===== src/rtl/mem_access_pkg.sv =====
// Shared types and op-class helpers for the MEM-stage access unit.
// Contents: mop_t op codes, state_t FSM encoding, is_load/is_store/is_subword.
// Combinational helpers only; no timing or backpressure of their own.
package mem_access_pkg;

  typedef enum logic [3:0] {
    MOP_NONE = 4'd0,
    MOP_LW   = 4'd1,
    MOP_LH   = 4'd2,
    MOP_LHU  = 4'd3,
    MOP_LB   = 4'd4,
    MOP_LBU  = 4'd5,
    MOP_SW   = 4'd6,
    MOP_SH   = 4'd7,
    MOP_SB   = 4'd8
  } mop_t;

  typedef enum logic {
    ST_IDLE  = 1'b0,
    ST_WRITE = 1'b1
  } state_t;

  function automatic logic is_load(input logic [3:0] op);
    return (op >= MOP_LW) && (op <= MOP_LBU);
  endfunction

  function automatic logic is_store(input logic [3:0] op);
    return (op >= MOP_SW) && (op <= MOP_SB);
  endfunction

  // Halfword and byte accesses; for stores these need a read-modify-write.
  function automatic logic is_subword(input logic [3:0] op);
    return (op == MOP_LH) || (op == MOP_LHU) || (op == MOP_LB) ||
           (op == MOP_LBU) || (op == MOP_SH) || (op == MOP_SB);
  endfunction

endpackage


===== src/rtl/mem_access_unit_if.sv =====
// Bundle between EX/MEM register, data memory and MEM/WB register.
// Ports: ex_* request from EX/MEM, mem_* memory side, wb_* retirement, stall upstream.
// slave = access unit; master = pipeline/memory side driving ex_* and mem_rd.
interface mem_access_unit_if #(parameter int ADDR_W = 6);
  logic              ex_valid;
  logic [3:0]        ex_op;
  logic [31:0]       ex_addr;
  logic [31:0]       ex_wdata;
  logic [4:0]        ex_rd;
  logic              ex_regwrite;
  logic              stall;
  logic [ADDR_W-1:0] mem_addr;
  logic [31:0]       mem_wd;
  logic              mem_write;
  logic              mem_read;
  logic [31:0]       mem_rd;
  logic              wb_valid;
  logic [31:0]       wb_data;
  logic [4:0]        wb_rd;
  logic              wb_regwrite;
  logic              wb_exc;

  modport slave (
    input  ex_valid, ex_op, ex_addr, ex_wdata, ex_rd, ex_regwrite, mem_rd,
    output stall, mem_addr, mem_wd, mem_write, mem_read,
    output wb_valid, wb_data, wb_rd, wb_regwrite, wb_exc
  );

  modport master (
    output ex_valid, ex_op, ex_addr, ex_wdata, ex_rd, ex_regwrite, mem_rd,
    input  stall, mem_addr, mem_wd, mem_write, mem_read,
    input  wb_valid, wb_data, wb_rd, wb_regwrite, wb_exc
  );

endinterface


===== src/rtl/mem_lane_align.sv =====
// Byte-lane alignment: load extract/extend and store lane merge (little endian).
// Ports: op, byte_off, rd_word (memory word), base (merge word), wdata -> load_data, store_data.
// Purely combinational, zero latency, no backpressure.
module mem_lane_align
  import mem_access_pkg::*;
(
  input  logic [3:0]  op,
  input  logic [1:0]  byte_off,
  input  logic [31:0] rd_word,
  input  logic [31:0] base,
  input  logic [31:0] wdata,
  output logic [31:0] load_data,
  output logic [31:0] store_data
);

  logic [7:0]  lb;
  logic [15:0] lh;

  always_comb begin
    lb = 8'd0;
    case (byte_off)
      2'd0: lb = rd_word[7:0];
      2'd1: lb = rd_word[15:8];
      2'd2: lb = rd_word[23:16];
      2'd3: lb = rd_word[31:24];
      default: lb = 8'd0;
    endcase
    lh = byte_off[1] ? rd_word[31:16] : rd_word[15:0];
  end

  always_comb begin
    load_data = rd_word;
    case (op)
      MOP_LH:  load_data = {{16{lh[15]}}, lh};
      MOP_LHU: load_data = {16'd0, lh};
      MOP_LB:  load_data = {{24{lb[7]}}, lb};
      MOP_LBU: load_data = {24'd0, lb};
      default: load_data = rd_word;
    endcase
  end

  // SB/SH overwrite only their lanes of the captured word; SW takes wdata whole.
  always_comb begin
    store_data = base;
    case (op)
      MOP_SB: begin
        case (byte_off)
          2'd0: store_data[7:0]   = wdata[7:0];
          2'd1: store_data[15:8]  = wdata[7:0];
          2'd2: store_data[23:16] = wdata[7:0];
          2'd3: store_data[31:24] = wdata[7:0];
          default: store_data = base;
        endcase
      end
      MOP_SH: begin
        if (byte_off[1]) store_data[31:16] = wdata[15:0];
        else             store_data[15:0]  = wdata[15:0];
      end
      default: store_data = wdata;
    endcase
  end

endmodule


===== src/rtl/mem_access_unit.sv =====
// MEM-stage access controller: word addressing, load extension, SB/SH read-modify-write, exceptions.
// Ports: clk, rst (async high), bus (slave modport: ex_* in, mem_* to memory, wb_* MEM/WB out, stall).
// Latency 1 cycle; SB/SH take 2 cycles and raise stall during the read cycle.
module mem_access_unit
  import mem_access_pkg::*;
#(
  parameter int ADDR_W = 6,
  parameter int DATA_W = 32
) (
  input logic          clk,
  input logic          rst,
  mem_access_unit_if.slave bus
);

  logic [3:0]        op;
  state_t            state_q, state_d;
  logic              known, ld, st, misalign, range_err, exc, rmw_start;
  logic [DATA_W-1:0] rmw_q;
  logic [31:0]       load_data, store_data;
  logic              stall_c, mem_read_c, mem_write_c;

  assign op    = bus.ex_op;
  assign known = (op <= MOP_SB);
  assign ld    = is_load(op);
  assign st    = is_store(op);

  always_comb begin
    misalign = 1'b0;
    case (op)
      MOP_LW, MOP_SW:          misalign = |bus.ex_addr[1:0];
      MOP_LH, MOP_LHU, MOP_SH: misalign = bus.ex_addr[0];
      default:                 misalign = 1'b0;
    endcase
  end

  // Any address bit above the memory's span is out of range.
  assign range_err = |bus.ex_addr[31:ADDR_W+2];
  assign exc       = bus.ex_valid && (!known || ((ld || st) && (misalign || range_err)));
  assign rmw_start = bus.ex_valid && !exc && st && is_subword(op);

  mem_lane_align u_align (
    .op         (op),
    .byte_off   (bus.ex_addr[1:0]),
    .rd_word    (bus.mem_rd),
    .base       (rmw_q),
    .wdata      (bus.ex_wdata),
    .load_data  (load_data),
    .store_data (store_data)
  );

  always_ff @(posedge clk or posedge rst) begin
    if (rst) state_q <= ST_IDLE;
    else     state_q <= state_d;
  end

  always_comb begin
    state_d = state_q;
    case (state_q)
      ST_IDLE:  if (rmw_start) state_d = ST_WRITE;
      ST_WRITE: state_d = ST_IDLE;
      default:  state_d = ST_IDLE;
    endcase
  end

  // Gated by rst so an abort mid-RMW silences the memory and stall at once.
  always_comb begin
    stall_c     = 1'b0;
    mem_read_c  = 1'b0;
    mem_write_c = 1'b0;
    if (!rst) begin
      case (state_q)
        ST_IDLE: begin
          if (bus.ex_valid && !exc) begin
            stall_c     = rmw_start;
            mem_read_c  = ld || rmw_start;
            mem_write_c = (op == MOP_SW);
          end
        end
        ST_WRITE: mem_write_c = 1'b1;
        default: ;
      endcase
    end
  end

  assign bus.stall     = stall_c;
  assign bus.mem_read  = mem_read_c;
  assign bus.mem_write = mem_write_c;
  assign bus.mem_addr  = bus.ex_addr[ADDR_W+1:2];
  // In WRITE the op is SB/SH so this is the merged word; in IDLE only SW writes.
  assign bus.mem_wd    = store_data;

  always_ff @(posedge clk or posedge rst) begin
    if (rst) rmw_q <= '0;
    else if (state_q == ST_IDLE && rmw_start) rmw_q <= bus.mem_rd;
  end

  always_ff @(posedge clk or posedge rst) begin
    if (rst) begin
      bus.wb_valid    <= 1'b0;
      bus.wb_data     <= 32'd0;
      bus.wb_rd       <= 5'd0;
      bus.wb_regwrite <= 1'b0;
      bus.wb_exc      <= 1'b0;
    end else if (state_q == ST_WRITE) begin
      bus.wb_valid    <= 1'b1;
      bus.wb_data     <= bus.ex_addr;
      bus.wb_rd       <= bus.ex_rd;
      bus.wb_regwrite <= 1'b0;
      bus.wb_exc      <= 1'b0;
    end else if (!bus.ex_valid || rmw_start) begin
      bus.wb_valid    <= 1'b0;
    end else begin
      bus.wb_valid    <= 1'b1;
      bus.wb_rd       <= bus.ex_rd;
      bus.wb_exc      <= exc;
      bus.wb_regwrite <= !exc && !st && bus.ex_regwrite;
      bus.wb_data     <= (ld && !exc) ? load_data : bus.ex_addr;
    end
  end

endmodule


===== src/flat_wrapper.sv =====
// flat-port wrapper written by rule: the top's interface ports become plain ports
module mem_access_unit_flat import mem_access_pkg::*;
#(
  parameter int ADDR_W = 6,
  parameter int DATA_W = 32
)
  (clk, rst, bus_ex_valid, bus_ex_op, bus_ex_addr, bus_ex_wdata, bus_ex_rd, bus_ex_regwrite, bus_mem_rd, bus_stall, bus_mem_addr, bus_mem_wd, bus_mem_write, bus_mem_read, bus_wb_valid, bus_wb_data, bus_wb_rd, bus_wb_regwrite, bus_wb_exc);
  mem_access_unit_if #(.ADDR_W(ADDR_W)) bus_i ();
  input logic clk;
  input logic rst;
  input wire logic [$bits(bus_i.ex_valid)-1:0] bus_ex_valid;
  input wire logic [$bits(bus_i.ex_op)-1:0] bus_ex_op;
  input wire logic [$bits(bus_i.ex_addr)-1:0] bus_ex_addr;
  input wire logic [$bits(bus_i.ex_wdata)-1:0] bus_ex_wdata;
  input wire logic [$bits(bus_i.ex_rd)-1:0] bus_ex_rd;
  input wire logic [$bits(bus_i.ex_regwrite)-1:0] bus_ex_regwrite;
  input wire logic [$bits(bus_i.mem_rd)-1:0] bus_mem_rd;
  output wire logic [$bits(bus_i.stall)-1:0] bus_stall;
  output wire logic [$bits(bus_i.mem_addr)-1:0] bus_mem_addr;
  output wire logic [$bits(bus_i.mem_wd)-1:0] bus_mem_wd;
  output wire logic [$bits(bus_i.mem_write)-1:0] bus_mem_write;
  output wire logic [$bits(bus_i.mem_read)-1:0] bus_mem_read;
  output wire logic [$bits(bus_i.wb_valid)-1:0] bus_wb_valid;
  output wire logic [$bits(bus_i.wb_data)-1:0] bus_wb_data;
  output wire logic [$bits(bus_i.wb_rd)-1:0] bus_wb_rd;
  output wire logic [$bits(bus_i.wb_regwrite)-1:0] bus_wb_regwrite;
  output wire logic [$bits(bus_i.wb_exc)-1:0] bus_wb_exc;
  assign bus_i.ex_valid = bus_ex_valid;
  assign bus_i.ex_op = bus_ex_op;
  assign bus_i.ex_addr = bus_ex_addr;
  assign bus_i.ex_wdata = bus_ex_wdata;
  assign bus_i.ex_rd = bus_ex_rd;
  assign bus_i.ex_regwrite = bus_ex_regwrite;
  assign bus_i.mem_rd = bus_mem_rd;
  assign bus_stall = bus_i.stall;
  assign bus_mem_addr = bus_i.mem_addr;
  assign bus_mem_wd = bus_i.mem_wd;
  assign bus_mem_write = bus_i.mem_write;
  assign bus_mem_read = bus_i.mem_read;
  assign bus_wb_valid = bus_i.wb_valid;
  assign bus_wb_data = bus_i.wb_data;
  assign bus_wb_rd = bus_i.wb_rd;
  assign bus_wb_regwrite = bus_i.wb_regwrite;
  assign bus_wb_exc = bus_i.wb_exc;
  mem_access_unit #(.ADDR_W(ADDR_W), .DATA_W(DATA_W)) u_core (.clk(clk), .rst(rst), .bus(bus_i));
endmodule

===== config.mk =====
export PLATFORM = sky130hd
export DESIGN_NAME = mem_access_unit_flat
export DESIGN_NICKNAME = d
export VERILOG_FILES = /design/src/rtl/mem_access_pkg.sv /design/src/rtl/mem_access_unit_if.sv /design/src/rtl/mem_lane_align.sv /design/src/rtl/mem_access_unit.sv /design/src/flat_wrapper.sv
export SDC_FILE = /design/constraint.sdc
export NUM_CORES = 1
export LEC_CHECK = 0
export BUFFER_PORTS_ARGS = -buffer_cell sky130_fd_sc_hd__buf_2
export CAP_MARGIN = 20
export CORE_ASPECT_RATIO = 0.75
export CORE_MARGIN = 8
export CORE_UTILIZATION = 50
export CTS_BUF_LIST = sky130_fd_sc_hd__clkbuf_8
export CTS_CLUSTER_SIZE = 24
export DETAILED_ROUTE_END_ITERATION = 7
export PLACE_DENSITY = 0.83
export SLEW_MARGIN = 15
export SYNTH_ARGS = -nofsm -noshare
export SYNTH_HDL_FRONTEND = slang
export SYNTH_SLANG_ARGS = --single-unit

===== constraint.sdc =====
create_clock -name clk -period 2.8 [get_ports clk]
set_input_delay 0.28 -clock clk [delete_from_list [all_inputs] [get_ports clk]]
set_output_delay 0.28 -clock clk [all_outputs]
set_load 0.05 [all_outputs]

==> reports/metrics.csv <==
metric,value,unit
run status,completed,
leading area contributor after synthesis,dfrtp_1,
number of diodes,0,
startpoint types,input port,
post-DR vias/cell,6.237,
"Slew Viols, Final",0,
worst-margin pin slew,634.2,ps
row count,30,
peak supply drop,0.0004273,V
"Avg Cell Area, Syn",10.01,sq um
Post-synth top flop,dfrtp_1,
Clock transition at path regs,90,ps
CP Capture Type,output pin,
fraction of synthesized area in multiplexers,18.99,%
setup TNS,0,ps
first-pass GRT wire length,25850,microns
crit-path max FO,12,
number of buffers created by CTS,9,
Port Buf Inserts,189,
initial antenna violation count,0,
Fill cells,733,
proportion of layout cells with a drive suffix above 1,45.75,%
First DRT Iteration DRCs,509,
P&R area growth vs syn,29.69,%
detailed-router iteration count before antenna repair,6,
multi-input logic area,2516,sq um
CTS tree,done,
Setup Crit Path Kind,input port to output pin,
top cell type's share of synthesized area,39.95,%
period utilisation layout,92.34,%
PD cells,545.0,nW/um^2
final std cells w/o fill,759,
GRT Overall Usage,25.73,%
largest net degree at the start of global routing,64,
Setup Buffers After CTS,0,
Post-Synth XOR/XNOR Area,0,%
Post-Synth Simple-Gate Area,11.96,%
Initial Utilization,50.98,%
height of the die,98.83,microns
compound-cell area share of the yosys netlist,22.98,%
Placed Cells,743,
worst path arrival time,2310,ps
"Seq/Total Area, Yosys",39.95,%
clock latency on the worst-skew pair,360,ps
total number of vias,4734,
ys async rst share,100.0,%
DIE WIDTH,126.4,microns
core area,8971,sq um
Cells after Synth,457,
Critical Path RT,2520,ps
GRT overflow,0,
Synth Net Count,566,
unrepaired setup endpoints after global routing,false,
# DRC,0,
num ports,190,
Post-Syn Area,4573,sq um
Seq. cell area,1827,sq um
fin nets,751,
Reg power frac,38.1,%
Final ANT Viol Nets,0,
"commonest non-fill, non-tap cells in the layout","189 x buf_2, 73 x dfrtp_1, 43 x mux2_2",
clk buf depth,2,
HP Class,input port to async pin,
Final HPWL DP,12780,microns
number of global-route vias before repair,4912,
clock network power share,28.8,%
min cycle time layout,2585,ps
sw frac,38.23,%
switching power total,1.235,mW
Hold Buf Count CTS,0,
"commonest non-fill, non-tap cell in the layout",buf_2,
Synth Register Bits,73,
GP Congestion,0.9172,
root buf cell,clkbuf_8,
H-tree depth,3,
combinational family with the most area after synthesis,compound AO/OA/AOI/OAI gates,
Pleak,2.967,nW
Post-synth EDFFs,0,
maximum clock rate,386.8,MHz
Adder-Cell Fraction of Synth Area,0,%
Pint,1.997,mW
final setup violating endpoints,0,
DR WL/cell,21.26,microns
Gate power share,33.1,%
# resized after CTS,0,
synth top area cells,"dfrtp_1 40%, mux2_2 11%, mux4_2 3.9%, o31ai_1 3.9%, mux2i_1 3.7%",
Max Cap Viol,0,
Ys Warns,0,
Post-Route WL,16140,microns
clk_skew,12.03,ps
die area,12490,sq um
Worst slew margin,57.56,%
Synth cell types,55,
Fin. Hold Viols,0,
clock sinks,73,
metrics by stage:
stage               hold WS [ps]  setup WS (ps)  power [mW]  area [sq um]  utilization [%]
CTS                        87.53          244.9       3.243          5931            66.11
global placement           455.4          256.9       2.295          5712            63.67
floorplan                  411.7          240.5       1.990          4627                -
detailed placement         468.0          248.5       2.317          5712            63.67
global route               119.3          127.7       3.360          5931            66.11
finish                     85.34          214.5       3.232          5931            66.11
worst max-delay path, cell delays in order:
cell,delay [ps]
buf_2,160
or4b_1,600
buf_4,240
o21a_1,240
a21oi_1,160
buf_4,180
a222oi_1,110
inv_1,70
buf_2,250
layout make-up:
class	instances	share of cell area, %
Clock inverter	7	1.603
Tap cell	112	2.363
Sequential cell	73	30.80
Inverter	23	1.519
Timing Repair Buffer	213	19.20
Multi-Input combinational cell	322	42.43
Clock buffer	9	2.089
flip-flops by register name (all words and copies together) (netlist names):
signal,cells
u_core.bus.wb_rd,5
u_core.state_q,1
u_core.bus.wb_data,32
u_core.bus.wb_valid,1
u_core.rmw_q,32
u_core.bus.wb_regwrite,1
u_core.bus.wb_exc,1
path summary, 6_finish.rpt:
path                                                     from                                  to  slack, ps  depth (start not counted)
min in group clk                                 bus_ex_rd[1]     u_core.bus.wb_rd[1]$_DFFE_PP0P_        130                          2
min                                                       rst        u_core.rmw_q[18]$_DFFE_PP0P_         90                          3
max                                              bus_ex_op[2]                      bus_mem_wd[15]        210                          9
max reg2reg                          u_core.state_q$_DFF_PP0_   u_core.bus.wb_data[5]$_DFFE_PP0P_        430                          6
max in group asynchronous                                 rst  u_core.bus.wb_data[22]$_DFFE_PP0P_       2360                          3
min reg2reg                u_core.bus.wb_data[26]$_DFFE_PP0P_  u_core.bus.wb_data[26]$_DFFE_PP0P_        480                          2
cell families (layout without fill, tap and decap cells):
logic type,after synthesis,after routing
compound gates,135,135
flops,73,73
simple gates,116,116
buf+inv,62,252
mux,71,71
layer usage:
metal | share of wire (%) | track usage [%]
met1 | 40 | 31.75
met2 | 47 | 41.76
met3 | 11 | 8.684
met4 | 1.8 | 7.742
met5 | 0 | 0
power groups by stage:
| stage | sequential, mW | combinational, mW | clock [mW] |
|---|---|---|---|
| CTS | 1.23 | 1.07 | 0.943 |
| finish | 1.23 | 1.07 | 0.931 |
| global route | 1.24 | 1.13 | 0.984 |
| global placement | 1.25 | 1.05 | 0 |
| detailed placement | 1.25 | 1.07 | 0 |
| floorplan | 1.49 | 0.500 | 0 |
synth_stat cells, types with 7 or more instances:
library cell   n
a21oi_1       14
inv_1         22
o211ai_1       7
clkbuf_1      18
mux2_2        43
mux2i_1       17
buf_4          7
o221ai_1       8
dfrtp_1       73
buf_2         11
o21ai_0       11
mux4_2         8
a222oi_1      16
nor2_1        38
a2bb2oi_1      8
nand2_1       41
o31ai_1       24
a22o_1         8
a21boi_0      17
(Power assumes the default switching activity.)
